## src/rtl/hazard_scoreboard.sv

```systemverilog
// Per-register pending-write scoreboard with branch/jump redirect kill window.
// Optional performance counters are built when HAZARD_SCOREBOARD_PERF_EN is defined.
module hazard_scoreboard #(
    parameter int NUM_REGS    = 32,
    parameter int REG_AW      = 5,
    parameter int ALU_LAT     = 3,
    parameter int LOAD_LAT    = 4,
    parameter int FLUSH_DEPTH = 1,
    parameter int CNT_W       = 3
) (
    input  logic              clk,
    input  logic              reset_n,
    input  logic              id_valid,
    input  logic [REG_AW-1:0] id_rs1,
    input  logic [REG_AW-1:0] id_rs2,
    input  logic              id_use_rs1,
    input  logic              id_use_rs2,
    input  logic [REG_AW-1:0] id_rd,
    input  logic              id_regwen,
    input  logic              id_is_load,
    input  logic              ex_valid,
    input  logic              ex_is_branch,
    input  logic              ex_is_jump,
    input  logic [2:0]        ex_funct3,
    input  logic              br_eq,
    input  logic              br_lt,
    output logic              stall,
    output logic              id_ex_bubble,
    output logic              issue,
    output logic              branch_taken,
    output logic              flush,
    output logic [31:0]       stall_cycles,
    output logic [31:0]       flush_count
);

    localparam logic [CNT_W-1:0] ALU_LAT_C   = CNT_W'(ALU_LAT);
    localparam logic [CNT_W-1:0] LOAD_LAT_C  = CNT_W'(LOAD_LAT);
    localparam logic [CNT_W-1:0] KILL_INIT_C = CNT_W'(FLUSH_DEPTH - 1);

    logic [CNT_W-1:0]    sb_reg [NUM_REGS];
    logic [NUM_REGS-1:0] busy;
    logic [CNT_W-1:0]    kill_cnt_reg;
    logic [CNT_W-1:0]    write_lat;
    logic                cond;
    logic                taken;
    logic                kill;
    logic                haz;

    always_comb begin
        cond = 1'b0;
        case (ex_funct3)
            3'b000:         cond = br_eq;
            3'b001:         cond = ~br_eq;
            3'b100, 3'b110: cond = br_lt;
            3'b101, 3'b111: cond = ~br_lt;
            default:        cond = 1'b0;
        endcase
    end

    assign taken        = ex_valid & (ex_is_jump | (ex_is_branch & cond));
    assign branch_taken = taken;
    assign flush        = taken;
    assign kill         = taken | (kill_cnt_reg != '0);

    always_ff @(posedge clk or negedge reset_n) begin
        if (!reset_n) begin
            kill_cnt_reg <= '0;
        end else if (taken) begin
            kill_cnt_reg <= KILL_INIT_C;
        end else if (kill_cnt_reg != '0) begin
            kill_cnt_reg <= kill_cnt_reg - 1'b1;
        end
    end

    // Hazard check sees pre-update counters, so rs==rd issues on a clear entry.
    assign haz = id_valid & ((id_use_rs1 & (id_rs1 != '0) & busy[id_rs1]) |
                             (id_use_rs2 & (id_rs2 != '0) & busy[id_rs2]));

    always_comb begin
        stall        = 1'b0;
        id_ex_bubble = 1'b0;
        issue        = 1'b0;
        if (kill) begin
            id_ex_bubble = 1'b1;
        end else begin
            stall        = haz;
            id_ex_bubble = haz;
            issue        = id_valid & ~haz;
        end
    end

    assign write_lat = id_is_load ? LOAD_LAT_C : ALU_LAT_C;

    generate
        for (genvar gi = 0; gi < NUM_REGS; gi++) begin : g_sb
            if (gi == 0) begin : g_zero
                always_ff @(posedge clk or negedge reset_n) begin
                    if (!reset_n) begin
                        sb_reg[gi] <= '0;
                    end else begin
                        sb_reg[gi] <= '0;
                    end
                end
                assign busy[gi] = 1'b0;
            end else begin : g_reg
                logic [CNT_W-1:0] dec_val;
                logic [CNT_W-1:0] sb_next;
                logic             wr_hit;

                assign wr_hit  = issue & id_regwen & (id_rd == REG_AW'(gi));
                assign dec_val = (sb_reg[gi] == '0) ? '0 : sb_reg[gi] - 1'b1;
                // A younger write never shortens an older, longer pending write.
                assign sb_next = wr_hit ? ((dec_val > write_lat) ? dec_val : write_lat)
                                        : dec_val;

                always_ff @(posedge clk or negedge reset_n) begin
                    if (!reset_n) begin
                        sb_reg[gi] <= '0;
                    end else begin
                        sb_reg[gi] <= sb_next;
                    end
                end
                assign busy[gi] = (sb_reg[gi] != '0);
            end
        end
    endgenerate

`ifdef HAZARD_SCOREBOARD_PERF_EN
    logic [31:0] stall_cycles_reg;
    logic [31:0] flush_count_reg;

    always_ff @(posedge clk or negedge reset_n) begin
        if (!reset_n) begin
            stall_cycles_reg <= '0;
            flush_count_reg  <= '0;
        end else begin
            if (stall) stall_cycles_reg <= stall_cycles_reg + 32'd1;
            if (flush) flush_count_reg  <= flush_count_reg + 32'd1;
        end
    end

    assign stall_cycles = stall_cycles_reg;
    assign flush_count  = flush_count_reg;
`else
    assign stall_cycles = '0;
    assign flush_count  = '0;
`endif

endmodule

```

## config.mk

```make
export PLATFORM = sky130hd
export DESIGN_NAME = hazard_scoreboard
export DESIGN_NICKNAME = d
export VERILOG_FILES = /design/src/rtl/hazard_scoreboard.sv
export SDC_FILE = /design/constraint.sdc
export NUM_CORES = 1
export LEC_CHECK = 0
export CORE_MARGIN = 5
export CORE_UTILIZATION = 35
export DETAILED_ROUTE_END_ITERATION = 10
export DONT_BUFFER_PORTS = 1
export GPL_TIMING_DRIVEN = 0
export SLEW_MARGIN = 0
export SYNTH_ARGS = -nofsm -noshare
export SYNTH_HDL_FRONTEND = slang
export SYNTH_SLANG_ARGS = --single-unit
```

## constraint.sdc

```tcl
create_clock -name clk -period 3.3 [get_ports clk]
set_input_delay 0.33 -clock clk [delete_from_list [all_inputs] [get_ports clk]]
set_output_delay 0.33 -clock clk [all_outputs]
set_load 0.02 [all_outputs]
```

# Yosys cells after proc, flatten, opt, wreduce, memory -nomap -nowiden
# Index checks and enable logic that the tools add are counted.
# totals
output_inout_bits	69
register_bits	96
# op_classes
eq_ne	36
n_reduce_logical	69
magnitude_cmp	33
muxes	104
addsub	32
bitwise	46
# op_table
op	count
$mux W3	96
$logic_not A3 Y1	32
$reduce_bool A3 Y1	32
$sub A3 B1 Y3 const B	32
$gt A3 B3 Y1	31
$eq A5 B5 Y1 const B	16
$and A1 B1 Y1	40
$eq A5 B4 Y1 const B	8
$eq A5 B3 Y1 const B	4
$eq A3 B3 Y1 const B	4
$lt A5 B6 Y1 const B	2
$bmux W1 S5	2
$eq A5 B2 Y1 const B	2
$reduce_bool A5 Y1	2
$eq A5 B1 Y1 const B	1
$mux W1	5
$pmux W1 S4	1
$reduce_or A2 Y1	2
$eq A3 B1 Y1 const B	1
$not A1 Y1	3
$or A1 B1 Y1	3
$reduce_bool A2 Y1	1

# Depth between registers and ports, before layout
# logic_depth
ltp_word	12
mapped_depth	11
depth_no_buf	10

# Least setup slack after synthesis
# No wires, ideal clock.
# synth_path
path_type	in2reg
from	input port id_is_load
to	register sb_reg[75] in the netlist's numbering
setup_slack_ns	0.245
arrival_time_ns	2.975
cell_stages	8
required_time_ns	3.220
path_buffers	0
cell_sequence	inv_1 -> ha_1 -> inv_1 -> a21oi_1 -> nor2_1 -> o22a_1 -> nor4_1 -> mux2i_1
# synth_via
elab_chain_cells	4
# synth_rtl
element	line	source
start, declared	20	input logic id_is_load,
$mux W3 (*)	92	assign write_lat = id_is_load ? LOAD_LAT_C : ALU_LAT_C;
$gt A3 B3 Y1	113	assign sb_next = wr_hit ? ((dec_val > write_lat) ? dec_val : write_lat)
$mux W3 (*) (2 in series)	113	
net g_sb[6].g_reg.sb_next[0]	107	logic [CNT_W-1:0] sb_next;
end signal, assigned by index	120	sb_reg[gi] <= sb_next;
end, declared	40	logic [CNT_W-1:0] sb_reg [NUM_REGS];
# The timed path passes the listed nets; every way through them passes the cells marked *.
# A chain may end at the register's enable or synchronous reset.

# Worst setup path after layout
# layout_path
from	register sb_reg[76] in the netlist's numbering
to	output port stall
# layout_via
elab_chain_cells	7
word_cells_on_any_way	10
cone_classes	mux (5); bitwise (4); reduce/logical (1)
# layout_rtl
element	line	source
$reduce_bool A3 Y1 (*)	123	assign busy[gi] = (sb_reg[gi] != '0);
$bmux W1 S5, on equally long branches	76, 77	
$mux W1, on equally long branches	76, 77	
$and A1 B1 Y1, on equally long branches	76, 77	
$or A1 B1 Y1 (*)	76	assign haz = id_valid & ((id_use_rs1 & (id_rs1 != '0) & busy[id_rs1]) |
$and A1 B1 Y1 (*)	76	
$mux W1 (*)	83	if (kill) begin
end, declared	27	output logic stall,
# Mark *: on every way between the ends. The rest lies on a longest branch, timed or not. The select of a mux whose other input is x is not followed.

==> summary.md <==
| Metric | Value |
|---|---|
| Outcome | `complete, no violations` |
| Worst slew margin | `16.2%` |
| CORE AREA | `25800 um^2` |
| IO Port Bufs | `0` |
| # clock sinks | `96` |
| Synth top area cells | `dfrtp_1, ha_1, mux2i_1` |
| Origin of the worst min-delay path | `id_rd[4]` |
| Fillers | `2670` |
| Total I/O pin count | `99` |
| Cell Chain, Critical Path | `nor3_1, a2111oi_0, o21bai_1, a221oi_2, nand2_1, buf_2, a21oi_1` |
| Yosys cell types | `67` |
| # setup viols final | `0` |
| Vias | `8333` |
| RSZ-0062 raised after global routing | `false` |
| Period utilisation layout | `96.0%` |
| First-pass GRT wire length | `43600 um` |
| Synthesized flop and latch total | `96` |
| # rows | `59` |
| Crit-path max FO | `10` |
| Hold Crit Class | `primary input to flop` |
| Clock buffer depth | `2` |
| FMAX | `316 MHz` |
| Initial core utilization | `35.3%` |
| Ys async rst share | `100%` |
| Ys Warns | `0` |
| Critical path type | `flop to primary output` |
| Area grow syn2layout | `11.6%` |
| Hold Crit Depth | `4` |
| CP endpoint kind | `primary output` |
| Routed wire length | `27600 um` |
| CTS clock-pin slew for the worst setup and hold paths | `0.07 ns` |
| Remaining global-route overflow | `0` |
| Root Buffer Master | `clkbuf_16` |
| Mapped cell area | `9130 um^2` |
| PnR Total Power | `0.00306 W` |
| First-pass DRT Iterations | `5` |
| Leakage power | `5.20 nW` |
| Fin cells | `1508` |
| Met2 wire len | `13100 um` |
| Antenna diode count | `0` |
| GRT Total Usage | `18.8%` |
| Die X | `172 um` |
| Most frequent cells in the layout | `nand2_1, ha_1, dfrtp_1` |
| Type of origin of the critical path | `flop` |
| Clk_skew | `0.00892 ns` |
| Per-cell routed wire length | `18.3 um` |
| Flip-flop count of the largest register after layout | `93` |
| Initial antenna violation count | `0` |
| Largest vdd supply drop | `0.254 mV` |
| Final ANT Viol Nets | `0` |
| Seq/Total Area, Yosys | `26.3%` |
| Critical register-to-register path startpoint | `sb_reg[76]` |
| HPWL after detailed placement | `20200 um` |
| Initial drt markers | `698` |
| Cell Pwr Density | `300 nW/um^2` |
| R2R setup slack | `0.21 ns` |
| WL met3 | `1790 um` |
| Avg Vias per Cell | `5.53` |
| Cell accounting for the most synthesized area | `dfrtp_1` |
| WP data arrival | `2.84 ns` |
| EDFF count, synth | `0` |
| Crit path time final | `3.17 ns` |
| M1 wire length | `11800 um` |
| Clock latency at the later pin of the worst-skew pair | `0.36 ns` |
| Fin. Hold Viols | `0` |
| Avg Inst Size Synth | `8.38 um^2` |
| Die Span Y | `172 um` |
| Critical path's slowest cell | `a2111oi_0` |
| Dpl cells | `1489` |
| Clock tree from TritonCTS | `yes` |
| Worst R2R End | `sb_reg[52]` |
| Max-cap violations | `0` |
| Nets | `1309` |
| Share of the synthesized area in the top cell type | `26.3%` |
| Main flop type after synthesis | `dfrtp_1` |
| Share of layout cells above drive strength 1 | `11.9%` |
| Final core utilization | `39.4%` |
| Vias in the first global route | `7812` |
| # H-tree levels | `3` |
| Highest routed layer | `met4` |
| Final slew viol count | `0` |
| DRC | `0` |
| CTS buffer count | `9` |
| Crit path required time | `2.97 ns` |
| Die area | `29400 um^2` |
| Mapped Cells | `1090` |
| Worst slew pin tran | `1.25 ns` |
| RD Place Congestion | `0.894` |
| Max incr delay on CP | `0.49 ns` |
| Most common cell after layout, fill and taps aside | `nand2_1` |
| Hold path endpoint | `sb_reg[17]` |
| Largest net degree at the start of global routing | `97` |
| Worst reg2reg path depth | `11` |
==> synthesized netlist by cell type (6+ instances only) <==
library cell  number
nor3_1            35
buf_2              8
nand3_1           39
nor4_1            17
ha_1             110
nor2b_1            6
and3_1             6
o311ai_2           7
nand3b_1           6
inv_1             76
a41o_1             7
nand4_1           35
a32o_1             7
mux2i_1           55
a21oi_1           38
o21ai_0           41
buf_4             71
or3_1             16
nor2_1            77
clkbuf_1          23
o211ai_1           9
a31oi_1            8
o22ai_1           25
a31o_2            13
nand2_1          128
nand2b_1          11
o311ai_0          13
dfrtp_1           96
o21bai_1          36
==> worst max-delay path: cells and delay by family, from the launching register on <==
kind	cells	cell delay (ns)
compound gates	4	1.49
flops	1	0.43
simple gates	2	0.32
buf+inv	1	0.24
==> power breakdown <==
group	internal (W)	total [W]	switching (W)
logic	0.000235	0.000704	0.000468
clock network	0.000644	0.00113	0.000487
registers	0.00120	0.00122	0.0000192
total	0.00208	0.00306	0.000974
==> per-layer routing <==
metal  vias to the layer above  global-route usage [%]
li1                       4041                       -
met1                      3981                    25.4
met2                       259                    31.2
met3                        52                    2.18
met4                         0                    6.54
met5                         -                       0
==> per-stage QoR <==
stage	hold WS (ns)	setup WS (ns)	setup TNS [ns]	area (um^2)
floorplan	0.0344	0.245	0	9370
global placement	0.0399	-0.725	-16.77	9790
detailed placement	0.0374	-0.141	-0.674	9810
CTS	0.388	0.0454	0	10200
global route	0.422	0.0223	0	10200
finish	0.391	0.132	0	10200
==> timing repair <==
action	in CTS	in global routing
endpoints found under the hold margin	96	0
gates cloned	0	0
resized for setup	1	3
endpoints found under the setup margin	14	4
hold buffers	2	0
pin swaps	1	1
setup buffers	1	1
==> cell families after synthesis <==
kind of cell	count (synthesis)	synth area share (%)
AOI/OAI and AO/OA	243	19.3
xor gates and xnor gates	3	0.288
adders and majority gates	111	15.2
buffers and inverters	183	10.8
DFF	96	26.3
muxes	60	7.14
other	1	0.0411
and+or+nand+nor	393	20.9
==> area by class of cell <==
class / count / area (um^2) / area share [%]
inverter: 77 / 294 / 2.89
timing repair buffer: 5 / 72.6 / 0.712
tap: 335 / 419 / 4.11
clock buffer: 12 / 267 / 2.62
clock inverter: 3 / 40.0 / 0.393
sequential: 96 / 2400 / 23.6
buffer: 106 / 697 / 6.84
multi-input combinational: 874 / 6000 / 58.9
==> worst max path at each step <==
stage / endpoint / startpoint / slack [ns] / cells past startpoint
2_1_floorplan: sb_reg[75] / id_is_load / 0.25 / 8
3_3_place_gp: sb_reg[75] / id_is_load / -0.73 / 8
3_5_place_dp: sb_reg[52] / sb_reg[13] / -0.14 / 8
4_1_cts: issue / sb_reg[23] / 0.05 / 8
5_1_grt: issue / sb_reg[17] / 0.02 / 8
6_report: stall / sb_reg[76] / 0.13 / 7
Power figures use the tool's default switching activity.
